File: config.mk
export PLATFORM = sky130hd
export DESIGN_NAME = mux2_share_arbiter
export DESIGN_NICKNAME = d
export VERILOG_FILES = /design/src/rtl/mux2_share_arbiter.sv
export SDC_FILE = /design/constraint.sdc
export NUM_CORES = 1
export LEC_CHECK = 0
export BUFFER_PORTS_ARGS = -buffer_cell sky130_fd_sc_hd__buf_2
export CORE_AREA = 2 2 39 41
export DETAILED_ROUTE_END_ITERATION = 7
export DIE_AREA = 0 0 41 43
export GPL_TIMING_DRIVEN = 0
export PLACE_DENSITY = 0.74
export RECOVER_POWER = 100
export SLEW_MARGIN = 20
export SYNTH_ARGS = -nofsm -noshare
export SYNTH_HDL_FRONTEND = slang
export SYNTH_SLANG_ARGS = --single-unit
export TNS_END_PERCENT = 1
File: constraint.sdc
create_clock -name clk -period 4.15 [get_ports clk]
set_input_delay 0.83 -clock clk [delete_from_list [all_inputs] [get_ports clk]]
set_output_delay 0.83 -clock clk [all_outputs]
set_load 0.02 [all_outputs]
File: src/rtl/mux2_share_arbiter.sv
// mux2_share_arbiter: round-robin owner of one shared 2:1 data lane.
// Break-before-make gap on handover, registered mux output.
module mux2_share_arbiter #(
  parameter int DATA_W   = 1,
  parameter int MAX_HOLD = 4,
  parameter int GAP      = 1
) (
  input  logic              clk,
  input  logic              reset,
  input  logic              req0,
  input  logic              req1,
  input  logic              done0,
  input  logic              done1,
  input  logic [DATA_W-1:0] d0,
  input  logic [DATA_W-1:0] d1,
  output logic              gnt0,
  output logic              gnt1,
  output logic              sel,
  output logic              m_valid,
  output logic [DATA_W-1:0] m_data
);

  localparam int HW = (MAX_HOLD > 1) ? $clog2(MAX_HOLD) : 1;
  localparam logic [HW-1:0] HOLD_LAST = HW'(MAX_HOLD - 1);
  localparam logic [1:0] GAP_LAST =
    (GAP > 0) ? 2'(GAP - 1) : 2'd0;

  typedef enum logic [1:0] {
    IDLE,
    GRANT0,
    GRANT1,
    SWITCH
  } state_t;

  state_t          state_q;
  logic            gnt0_q;
  logic            gnt1_q;
  logic            sel_q;
  logic            last_q;
  logic [HW-1:0]   hold_q;
  logic [HW-1:0]   hold_d;
  logic [1:0]      gap_q;
  logic            mv_q;
  logic [DATA_W-1:0] md_q;

  logic granted;
  logic own_req;
  logic own_done;
  logic oth_req;
  logic at_last;
  logic exit_c;
  logic pick1;

  // Owner-relative view of the inputs and the release decision.
  always_comb begin
    granted  = 1'b0;
    own_req  = 1'b0;
    own_done = 1'b0;
    oth_req  = 1'b0;
    unique case (1'b1)
      state_q == GRANT0: begin
        granted  = 1'b1;
        own_req  = req0;
        own_done = done0;
        oth_req  = req1;
      end
      state_q == GRANT1: begin
        granted  = 1'b1;
        own_req  = req1;
        own_done = done1;
        oth_req  = req0;
      end
      default: begin
        granted  = 1'b0;
      end
    endcase
    at_last = (hold_q == HOLD_LAST);
    exit_c  = granted &
              (own_done | ~own_req | (at_last & oth_req));
    hold_d  = at_last ? '0 : hold_q + 1'b1;
    // Tie goes to whoever did not own the lane last.
    pick1   = req1 & (~req0 | ~last_q);
  end

  // Arbitration FSM with registered grant and select outputs.
  always_ff @(posedge clk) begin
    if (reset) begin
      state_q <= IDLE;
      gnt0_q  <= 1'b0;
      gnt1_q  <= 1'b0;
      sel_q   <= 1'b0;
      last_q  <= 1'b1;
      hold_q  <= '0;
      gap_q   <= 2'd0;
    end else begin
      unique case (state_q)
        IDLE: begin
          if (req0 | req1) begin
            state_q <= pick1 ? GRANT1 : GRANT0;
            gnt0_q  <= ~pick1;
            gnt1_q  <= pick1;
            sel_q   <= pick1;
            hold_q  <= '0;
          end
        end
        GRANT0, GRANT1: begin
          if (exit_c) begin
            state_q <= (GAP > 0) ? SWITCH : IDLE;
            gnt0_q  <= 1'b0;
            gnt1_q  <= 1'b0;
            last_q  <= (state_q == GRANT1);
            gap_q   <= 2'd0;
          end else begin
            hold_q  <= hold_d;
          end
        end
        SWITCH: begin
          if (gap_q == GAP_LAST) begin
            state_q <= IDLE;
          end else begin
            gap_q   <= gap_q + 2'd1;
          end
        end
        default: begin
          state_q <= IDLE;
        end
      endcase
    end
  end

  // Output lane: one-cycle-late copy of the owner's data.
  always_ff @(posedge clk) begin
    if (reset) begin
      mv_q <= 1'b0;
      md_q <= '0;
    end else begin
      mv_q <= granted;
      unique case (1'b1)
        state_q == GRANT0: md_q <= d0;
        state_q == GRANT1: md_q <= d1;
        default:           md_q <= '0;
      endcase
    end
  end

  assign gnt0    = gnt0_q;
  assign gnt1    = gnt1_q;
  assign sel     = sel_q;
  assign m_valid = mv_q;
  assign m_data  = md_q;

endmodule

Word level (Yosys, flattened, before mapping)
Cells that the tools add are included.
Widths: inputs -> output; s select.
{"block": "classes", "bitwise": 11, "mux": 22, "addsub": 2, "n_eq_ne": 9, "n_reduce_logical": 11}
{"operator": "$mux 2", "count": 9}
{"operator": "$pmux 1 s2", "count": 6}
{"operator": "$reduce_and 3->1", "count": 4}
{"operator": "$ne 2x2->1 const B", "count": 4}
{"operator": "$pmux 2 s2", "count": 2}
{"operator": "$eq 2x2->1 const B", "count": 3}
{"operator": "$pmux 2 s3", "count": 1}
{"operator": "$add 2x1->2 const B", "count": 2}
{"operator": "$logic_not 2->1", "count": 2}
{"operator": "$mux 1", "count": 4}
{"operator": "$not 1->1", "count": 4}
{"operator": "$or 1x1->1", "count": 4}
{"operator": "$reduce_and 2->1", "count": 2}
{"operator": "$reduce_bool 2->1", "count": 2}
{"operator": "$and 1x1->1", "count": 3}
{"operator": "$eq 2x1->1 const B", "count": 1}
{"operator": "$ne 2x1->1 const B", "count": 1}
{"operator": "$reduce_or 2->1", "count": 1}
{"block": "totals", "output_inout_bits": 5, "inputBits": 8, "word_cells": 64, "register_bits": 12}

Logic depth before layout (Yosys ltp)
{"block": "logic_depth", "depth_word": 8, "depth_mapped": 8, "depth_no_buf": 7}

Worst setup path before layout
Ideal clock, no wire load.
{"block": "synth_timing", "path_kind": "input port to flip-flop", "startpoint": "input done0", "endpoint": "register state_q[1]", "arrival_ns": 1.912, "setup_time_ns": 0.091, "n_path_buf": 1, "slack_ns": 2.147, "path_stages": 6, "required_time_ns": 4.059, "path_cell_list": "nand2_1 -> a32o_2 -> and4_4 -> buf_6 -> o31a_1 -> a311oi_1"}
{"block": "synth_via", "elab_chain_cells": 6}
{"item": "from (decl)", "line": "12", "source": "input logic done0,"}
{"item": "$pmux 1 s2", "line": "60", "source": "unique case (1'b1)"}
{"item": "$or 1x1->1 (2 in series)", "line": "79", "source": "(own_done | ~own_req | (at_last & oth_req));"}
{"item": "$and 1x1->1", "line": "78", "source": "exit_c = granted &"}
{"item": "$ne 2x1->1 (no source line)"}
{"item": "$reduce_and 3->1 (no source line)"}
{"item": "to (signal assigned)", "line": "99", "source": "state_q <= pick1 ? GRANT1 : GRANT0;"}
{"item": "to (signal assigned)", "line": "108", "source": "state_q <= (GAP > 0) ? SWITCH : IDLE;"}
{"item": "to (decl)", "line": "35", "source": "state_t state_q;"}
Every way passes these cells.
A chain may end at the register's enable or synchronous reset.

Final worst setup path
{"block": "layout_timing", "startpoint": "register state_q[1]", "endpoint": "register state_q[1]"}
{"block": "layout_via", "elab_chain_cells": 8, "elab_cells_between_ends": 19, "classes_between": "eq/ne: 6; mux: 5; bitwise: 5; reduce/logical: 3"}
{"item": "$eq 2x2->1 / $eq 2x1->1 (equally long branches)", "line": "67, 96, 61"}
{"item": "$pmux 1 s2", "line": "60"}
{"item": "$not 1->1", "line": "79"}
{"item": "$or 1x1->1 (2 in series)", "line": "79"}
{"item": "$and 1x1->1", "line": "78"}
{"item": "$ne 2x1->1 (no source line)"}
{"item": "$reduce_and 3->1 (no source line)"}
Parallel ways exist; a longest one is shown, timed or not.

==> run_results.csv <==
group,metric,value,unit
cells_and_area,fin_cells,112,
sta,final.period_utilization,51.6,%
cts,cts_tree,"yes",
hold_path,hold_class,"reg -> reg",
setup_path,critical_path.startpoint,"state_q[1]$_SDFFE_PP0P_",
setup_path,rr_endpoint,"state_q[1]$_SDFFE_PP0P_",
setup_path,required,4330,ps
outcome,status,"completed",
place,post_dp_cell_area,758,sq um
synth,syn-instance-count,81,
sta,fin_crit,2140,ps
synth,synth_edf_count,0,
detailed_routing,routed_wl,1480,microns
synth,ys_seq_area_share,35.4,%
synth,yosys.area.top_type,"dfxtp_1",
cts,clkLatencyLatePin,270,ps
pwr,power_density,663,nW/um^2
flow_run,maxCapViolCount,0,
synth,synth_area_per_cell,8.37,sq um
cts,cts_resized,0,
pwr,sw_frac_of_total,45.2,%
cts,clock_path_buffers,2,
setup_path,crit_path_max_incr_delay,360,ps
sta,tns,0,ps
sta,drv_slew,0,
detailed_routing,drt_iter0_markers,22,
pwr,p_leak,0.000285,uW
synth,synth_flop_cell,"dfxtp_1",
setup_path,worst-endpoint-arrival,2320,ps
synth,synth_most_common_cell,"dfxtp_1",
setup_path,reg2reg_from,"state_q[1]$_SDFFE_PP0P_",
cts,cts_sinks,12,
synth,synthTopCellsByArea,"dfxtp_1, ha_1, nand3_1",
global_route,grt_pass1_wl,2530,microns
pwr,ir_drop,0.355,mV
hold_path,min_from,"sel$_SDFFE_PP0P_",
setup_path,worst-r2r-cell-count,8,
synth,netlist_area,678,sq um
pwr,clkPwrFrac,14.3,%
synth,ys_types,31,
cts,cts_hold_buffers,0,
synth,async_flop_share,0,%
cells_and_area,synthToLayoutAreaGrowth,12.5,%
synth,netlist.area_leader.share,35.4,%
synth,synth-seq-cells,12,
synth,ys_warn_count,0,
cts,ctsHtreeMaxLevel,1,
floorplan,fp-row-count,14,
setup_path,rrSetupSlack,2010,ps
synth,ys_top_cells_by_count,"dfxtp_1, nand2_1, ha_1, inv_1, nand3_1",
detailed_routing,firstDrtPassIters,4,
place,io_buffers,12,
setup_path,critPathSlowestCell,"dfxtp_1",
synth,syn-num-nets,95,
hold_path,holdPathStages,2,
floorplan,core_area,1380,sq um
place,place_congestion,0.771,
setup_path,crit_type,"reg -> reg",
detailed_routing,dr_total_vias,643,
global_route,grt_util_all_layers,21.4,%
detailed_routing,via_per_inst,5.74,
cts,numCtsBuffers,3,
cells_and_area,stdcell_area,763,sq um
setup_path,cp_max_fo,9,
cts,cts_setup_buffers,0,
setup_path,critPathLaunchType,"flop",
pwr,comb_power_share,53.3,%
floorplan,die_h,43,microns
sta,max_freq,467,MHz
sta,finClkSkew,4.32,ps
place,dp_cells,109,
sta,hold_viol,0,
setup_path,cp-end-kind,"flop",
detailed_routing,wl_per_cell,13.2,microns
sta,tightest_slew,481,ps
cts,ctsRootBufferMaster,"clkbuf_4",
sta,finalSetupViolCount,0,
sta,rsz0062_at_grt,"no",
setup_path,crit_chain,"inv_1, ha_1, nor2b_1, a32o_1, and4_2, clkbuf_1, o31a_1, a311oi_1",
global_route,antenna_found_initial,0,
floorplan,start_util,49.0,%
floorplan,dieArea,1760,sq um
cells_and_area,final_layout_size_suffix_gt1_share,11.5,%
pwr,p_sw,229,uW
global_route,grt_max_degree,11,
global_route,grt.overflow.total,0,
setup_path,path_buf_inv,2,
pwr,p_int,277,uW
detailed_routing,drc,0,
global_route,grt_pass1_vias,611,
floorplan,num_io_pins,13,
sta,slew_headroom,67.9,%
cells_and_area,nets,112,
place,dpl.hpwl,1090,microns
hold_path,hold_end,"sel$_SDFFE_PP0P_",
cells_and_area,diodes,0,
floorplan,die_x,41,microns
cts,clk_pin_slew_worst_paths,80,ps
setup_path,cpLargestDelayFamily,"compound AO/OA/AOI/OAI gates",
pwr,pwr-share-seq,32.4,%
detailed_routing,ant_nets,0,
==> through the flow <==
step	utilization [%]	worst slack (ps)	hold WS, ps	power, uW
finish	55.2	2010	462	506
global route	55.2	1860	493	545
floorplan	-	2150	464	372
detailed placement	54.8	1990	450	439
CTS	56.4	2180	462	514
global placement	54.8	1970	443	434
==> cell usage in the layout, fill, tap and decap left out, drive strengths merged, types with 3 or more instances in the layout <==
cell type  instances
nand3              6
nand2              8
inv                6
clkbuf            11
o21ai              5
nor3               3
nor2b              3
a21oi              5
buf                6
nor2               4
dfxtp             12
ha                 6
==> flip-flops by register name, summed over array words and instances, names as in the netlist <==
name	count
state_q	2
m_data	1
sel	1
gnt1	1
gap_q	2
m_valid	1
last_q	1
gnt0	1
hold_q	2
==> worst register-to-register path, stage by stage, from the launching register on <==
cell and delay [ps]:
dfxtp_1 360, inv_1 90, ha_1 220, nor2b_1 140, a32o_1 240, and4_2 220
clkbuf_1 200, o31a_1 340, a311oi_1 250
==> cells by family after synthesis <==
group,count (synthesis),synth area share (%)
and+or+nand+nor,31,23.2
AOI/OAI and AO/OA,23,23.2
DFF,12,35.4
buffers and inverters,8,5.53
adders and majority gates,6,11.1
muxes,1,1.48
==> cell type report <==
class | count | area [sq um]
buffer | 2 | 7.51
fill | 137 | 621
inverter | 6 | 22.5
multi-input combinational | 61 | 398
tap | 16 | 20.0
timing repair buffer | 12 | 52.6
clock buffer | 3 | 22.5
sequential | 12 | 240
==> routing by layer <==
metal	track usage (%)	part of all wire [%]	up-vias
met5	0	0	-
met4	10.0	0.67	0
met3	6.28	4.1	2
met2	31.6	49	12
met1	27.5	46	299
li1	-	-	330
==> worst max path at each step <==
stage / end / slack, ps / cells past startpoint
global route: state_q[0]$_SDFFE_PP0P_ / 1860 / 8
detailed placement: state_q[0]$_SDFFE_PP0P_ / 1990 / 6
CTS: state_q[1]$_SDFFE_PP0P_ / 2180 / 8
global placement: state_q[1]$_SDFFE_PP0P_ / 1970 / 6
finish: state_q[1]$_SDFFE_PP0P_ / 2010 / 8
floorplan: state_q[1]$_SDFFE_PP0P_ / 2150 / 6
==> power groups by stage <==
| stage | Combinational (uW) | Sequential, uW | Clock [uW] |
|---|---|---|---|
| 2_1_floorplan | 188 | 184 | 0 |
| 3_3_place_gp | 268 | 166 | 0 |
| 3_5_place_dp | 271 | 167 | 0 |
| 4_1_cts | 275 | 165 | 74.6 |
| 5_1_grt | 296 | 170 | 79.1 |
| 6_report | 269 | 164 | 72.3 |
(Power assumes the default switching activity.)
